$ cat src/rtl/count_event_queue.sv
// Watches the upstream counter, turns every value change into a tagged event
// (new value, wrap flag, timestamp) and queues it for a valid/ready consumer.
module count_event_queue #(
  parameter int COUNT_WIDTH = 5,
  parameter int DEPTH       = 4,
  parameter int STAMP_WIDTH = 8,
  parameter int DROP_WIDTH  = 8
) (
  input  logic                     count_event_queue_clock,
  input  logic                     count_event_queue_reset,
  input  logic [COUNT_WIDTH-1:0]   count_event_queue_count_in,
  input  logic                     count_event_queue_enable,
  input  logic                     count_event_queue_clear_drops,
  output logic                     count_event_queue_event_valid,
  input  logic                     count_event_queue_event_ready,
  output logic [COUNT_WIDTH-1:0]   count_event_queue_event_value,
  output logic                     count_event_queue_event_wrap,
  output logic [STAMP_WIDTH-1:0]   count_event_queue_event_stamp,
  output logic [$clog2(DEPTH):0]   count_event_queue_occupancy,
  output logic [DROP_WIDTH-1:0]    count_event_queue_drop_count,
  output logic                     count_event_queue_overflow
);

  localparam int PTR_W = $clog2(DEPTH);
  localparam int OCC_W = PTR_W + 1;
  localparam logic [OCC_W-1:0] OCC_ONE  = OCC_W'(1);
  localparam logic [OCC_W-1:0] OCC_FULL = OCC_W'(DEPTH);

  logic [COUNT_WIDTH-1:0] value_mem [DEPTH];
  logic                   wrap_mem  [DEPTH];
  logic [STAMP_WIDTH-1:0] stamp_mem [DEPTH];

  logic [PTR_W-1:0]       wr_ptr;
  logic [PTR_W-1:0]       rd_ptr;
  logic [OCC_W-1:0]       occupancy;
  logic [STAMP_WIDTH-1:0] stamp;
  logic [COUNT_WIDTH-1:0] prev_count;
  logic                   prev_valid;
  logic [DROP_WIDTH-1:0]  drop_count;
  logic                   overflow;

  logic push;
  logic pop;
  logic full;
  logic do_push;
  logic drop;

  // Handshake: the head entry transfers at a rising edge where valid && ready
  // are both high; while valid && !ready the head outputs are held unchanged.
  // valid depends only on stored state, never combinationally on ready.
  always_comb begin
    push    = prev_valid && count_event_queue_enable &&
              (count_event_queue_count_in != prev_count);
    pop     = (occupancy != '0) && count_event_queue_event_ready;
    full    = (occupancy == OCC_FULL);
    do_push = push && (!full || pop);
    drop    = push && full && !pop;
  end

  always_ff @(posedge count_event_queue_clock or negedge count_event_queue_reset) begin
    if (!count_event_queue_reset) begin
      for (int i = 0; i < DEPTH; i++) begin
        value_mem[i] <= '0;
        wrap_mem[i]  <= 1'b0;
        stamp_mem[i] <= '0;
      end
      wr_ptr     <= '0;
      rd_ptr     <= '0;
      occupancy  <= '0;
      stamp      <= '0;
      prev_count <= '0;
      prev_valid <= 1'b0;
    end else begin
      stamp      <= stamp + 1'b1;
      prev_count <= count_event_queue_count_in;
      prev_valid <= 1'b1;
      if (do_push) begin
        value_mem[wr_ptr] <= count_event_queue_count_in;
        wrap_mem[wr_ptr]  <= (count_event_queue_count_in < prev_count);
        stamp_mem[wr_ptr] <= stamp;
        wr_ptr            <= wr_ptr + 1'b1;
      end
      if (pop) begin
        rd_ptr <= rd_ptr + 1'b1;
      end
      if (do_push && !pop) begin
        occupancy <= occupancy + OCC_ONE;
      end else if (pop && !do_push) begin
        occupancy <= occupancy - OCC_ONE;
      end
    end
  end

  // A clear in the same cycle as a drop leaves exactly that one drop recorded.
  always_ff @(posedge count_event_queue_clock or negedge count_event_queue_reset) begin
    if (!count_event_queue_reset) begin
      drop_count <= '0;
      overflow   <= 1'b0;
    end else if (count_event_queue_clear_drops) begin
      drop_count <= drop ? DROP_WIDTH'(1) : '0;
      overflow   <= drop;
    end else if (drop) begin
      overflow <= 1'b1;
      if (drop_count != '1) begin
        drop_count <= drop_count + 1'b1;
      end
    end
  end

  assign count_event_queue_event_valid = (occupancy != '0);
  assign count_event_queue_event_value = value_mem[rd_ptr];
  assign count_event_queue_event_wrap  = wrap_mem[rd_ptr];
  assign count_event_queue_event_stamp = stamp_mem[rd_ptr];
  assign count_event_queue_occupancy   = occupancy;
  assign count_event_queue_drop_count  = drop_count;
  assign count_event_queue_overflow    = overflow;

endmodule
$ cat config.mk
export PLATFORM = sky130hd
export DESIGN_NAME = count_event_queue
export DESIGN_NICKNAME = d
export VERILOG_FILES = /design/src/rtl/count_event_queue.sv
export SDC_FILE = /design/constraint.sdc
export NUM_CORES = 1
export LEC_CHECK = 0
export BUFFER_PORTS_ARGS = -buffer_cell sky130_fd_sc_hd__buf_4
export CAP_MARGIN = 20
export CORE_MARGIN = 3
export CORE_UTILIZATION = 30
export CTS_CLUSTER_SIZE = 28
export DETAILED_ROUTE_END_ITERATION = 8
export PLACE_DENSITY = 0.46
export RECOVER_POWER = 25
export SYNTH_ARGS = -nofsm -noshare
export SYNTH_HDL_FRONTEND = slang
export SYNTH_SLANG_ARGS = --single-unit
$ cat constraint.sdc
create_clock -name count_event_queue_clock -period 4.4 [get_ports count_event_queue_clock]
set_input_delay 0.22 -clock count_event_queue_clock [delete_from_list [all_inputs] [get_ports count_event_queue_clock]]
set_output_delay 0.22 -clock count_event_queue_clock [all_outputs]
set_load 0.05 [all_outputs]
==> reports/results.tsv <==
stage	metric	value	unit
routing	WL per Instance	15.9	um
logic_synthesis	prevailing post-synth register cell	dfrtp_1	
critical_path	critical path startpoint category	input port	
critical_path	FF-to-FF End	count_event_queue_occupancy[2]	
die	initial core utilization	30.9	%
logic_synthesis	Syn Nets	311	
critical_path	Critical Path Start	count_event_queue_reset	
hold_path	source of the worst hold timing path	count_event_queue_count_in[1]	
logic_synthesis	dominant cell type by area after synthesis	dfrtp_1	
critical_path	Crit-path slowest cell	clkbuf_1	
layout	area added between synthesis and finish	18.2	%
global_routing	Total GRT Usage	12.0	%
cts	Post-CTS Setup Inserts	0	
layout	most frequent cells in the layout	86 x dfrtp_1, 42 x mux2_2, 35 x buf_4	
critical_path	CP arrival	3370	ps
routing	Routed WL	8.07	mm
layout	Ant. Diodes	0	
die	Placeable Area	12800	um^2
placed_design	Post-DP HPWL	5.43	mm
cts	clk sinks	86	
routing	drt initial violations	110	
cts	Clock Latency Late Sink	340	ps
cts	clk slew on worst S/H paths	60	ps
cts	cts repair resizes	0	
layout	area of the multi-input gates	1660	um^2
cts	H-tree depth	3	
critical_path	r2r setup slk	1810	ps
layout	fraction of layout cells with a size suffix above 1	33.7	%
timing	setup violators final	0	
routing	vias per cell	4.73	
routing	Vias	2398	
logic_synthesis	Seq cells post-synth	86	
cts	clk root buf	clkbuf_16	
timing	worst hold slack	92.8	ps
critical_path	crit path kind	input port to async pin	
logic_synthesis	Mapped Cells	288	
routing	1st-pass router iterations	4	
die	IO Pins	37	
layout	Finished Layout Cells	507	
timing	Final Cycle Share	66.3	%
global_routing	initial antenna violation count	0	
logic_synthesis	synth unique cells	41	
critical_path	Req. time, crit path	4850	ps
routing	post-route ant nets	0	
status	status	finished, violations left	
placed_design	GP Congestion	0.745	
critical_path	R2R depth	11	
timing	Slew Limit Fails	50	
hold_path	hold crit path type	input port to flip-flop	
pwr	PwrDens	716	nW/um^2
timing	f_max	343	MHz
layout	NumNets Final	353	
run	max-cap violations	1	
logic_synthesis	number of flops mapped to enable cells by yosys	0	
layout	Fillers	1255	
critical_path	Cell Chain, Critical Path	dlygate4sd3_1 > clkbuf_1 > buf_4	
timing	Worst-Margin Slew	2690	ps
critical_path	crit end category	async pin	
die	die height	121	um
global_routing	maximum number of pins on one net before global-route repair	50	
cts	cts bufs inserted	9	
pwr	Power Total	0.00334	W
timing	Max-slew headroom	-79.1	%
logic_synthesis	Seq/Total Area, Yosys	54.5	%
logic_synthesis	Yosys top cell area share	54.5	%
logic_synthesis	Syn Std Cell Area	3950	um^2
cts	CTS tree	built	
timing	fin crit period	2920	ps
layout	most common cell after layout, fill and taps aside	dfrtp_1	
global_routing	total grt overflow	0	
routing	Remaining DRCs	0	
placed_design	placed cells	489	
placed_design	number of port buffers	36	
critical_path	RR Startpoint	prev_count[4]	
timing	skew final	5.10	ps
timing	RSZ-0062 raised after global routing	false	
logic_synthesis	cells taking the most area after synthesis	dfrtp_1 54%, mux2_2 12%, mux4_2 8.0%	
logic_synthesis	fraction of registers with async set or reset after synthesis	100	%
critical_path	Max stage delay on crit path	1900	ps
die	chip width	121	um
pwr	Static Leak	2.08	nW
pwr	Peak VDD IR	0.300	mV
critical_path	CP Max Fanout	49	
logic_synthesis	Mapped Avg Cell Area	13.7	um^2
cts	CTS Buffer Depth	2	
status	violated checks	capacitance limit, slew limit	
global_routing	vias in the first global route	2428	
logic_synthesis	YS warnings	0	
timing	TNS Setup	0	ps
timing	Final Hold Violating Endpoints	0	
die	DIE AREA	14600	um^2
die	Placement Rows	41	
global_routing	first-pass GRT wire length	13.3	mm
layout	register area	2150	um^2
hold_path	Min-Delay Path Depth	1	
hold_path	hold worst-path end	prev_count[1]	
-- worst max-delay path: cells and delay by family --
| family | cells | cell delay [ps] |
|---|---|---|
| buffers and inverters | 3 | 3120 |
-- flip-flops by register name, indices dropped and copies added (netlist names) --
name,cells
rd_ptr,2
stamp_mem,32
wr_ptr,2
prev_valid,1
stamp,8
count_event_queue_overflow,1
value_mem,20
wrap_mem,4
count_event_queue_occupancy,3
prev_count,5
count_event_queue_drop_count,8
-- cell type report --
type | count | share of cell area [%]
clock buffers | 13 | 5.78
clock inverters | 3 | 0.375
inverters | 13 | 1.04
multi-input cells | 177 | 35.6
flip-flops and latches | 86 | 46.1
well taps | 172 | 4.61
repair buffers | 43 | 6.53
-- cells by family (layout without fill, tap and decap cells) --
kind of cell | Yosys count | in the layout | share of synthesized area (%)
flip-flops | 86 | 86 | 54.5
AND/OR/NAND/NOR | 54 | 54 | 7.28
AO/OA/AOI/OAI | 40 | 40 | 7.54
adder cells (fa/ha/maj) | 13 | 13 | 4.31
other | 1 | 1 | 0.0949
XOR/XNOR | 12 | 12 | 2.66
multiplexers | 57 | 57 | 20.2
buffers and inverters | 25 | 72 | 3.45
-- metrics by stage --
| stage | utilization [%] | setup WS [ps] | instance area (um^2) |
|---|---|---|---|
| 6_report | 36.6 | 1480 | 4670 |
| 5_1_grt | 36.6 | 876 | 4670 |
| 4_1_cts | 36.8 | 1600 | 4690 |
| 3_5_place_dp | 34.3 | 1790 | 4390 |
| 3_3_place_gp | 34.3 | 1830 | 4390 |
| 2_1_floorplan | - | 1820 | 3950 |
-- per-layer routing --
metal,vias to the layer above,global-route usage [%],part of all wire [%]
li1,1139,-,-
met1,1212,17.0,50
met2,33,17.3,45
met3,14,2.06,2.1
met4,0,6.52,2.8
met5,-,0,0
-- worst max path at each step --
stage	slack [ps]	endpoint
CTS	1600	count_event_queue_occupancy[2]
global placement	1830	count_event_queue_occupancy[2]
global route	880	count_event_queue_drop_count[5]
finish	1480	count_event_queue_drop_count[4]
floorplan	1820	count_event_queue_occupancy[2]
detailed placement	1790	count_event_queue_occupancy[2]
-- report_power, final --
part | switching [W] | internal [W] | leakage (nW)
logic | 0.000778 | 0.000586 | 0.867
clock network | 0.000305 | 0.000427 | 0.142
registers | 0.000199 | 0.00105 | 1.07
total | 0.00128 | 0.00206 | 2.08
-- cells in the mapped netlist (2+ instances only) --
cell type   n
a21oi_1     5
and4_1      2
buf_2       4
buf_6       5
clkbuf_1    3
dfrtp_1    86
ha_1       12
inv_1      12
mux2_2     42
mux4_2     14
nand2_1    21
nand3_1     6
nand4_1     3
nor2_1      9
nor2b_1     2
o2111ai_2   3
o21ai_0    17
o31ai_1     6
o41ai_1     2
or4_1       3
xnor2_1     8
xor2_1      4
-- what timing repair did --
item | 4_1_cts | 5_1_grt
endpoints found under the setup margin | 0 | 0
hold endpoints to repair | 49 | 0
hold buffers | 2 | 0
(Power assumes the default switching activity.)
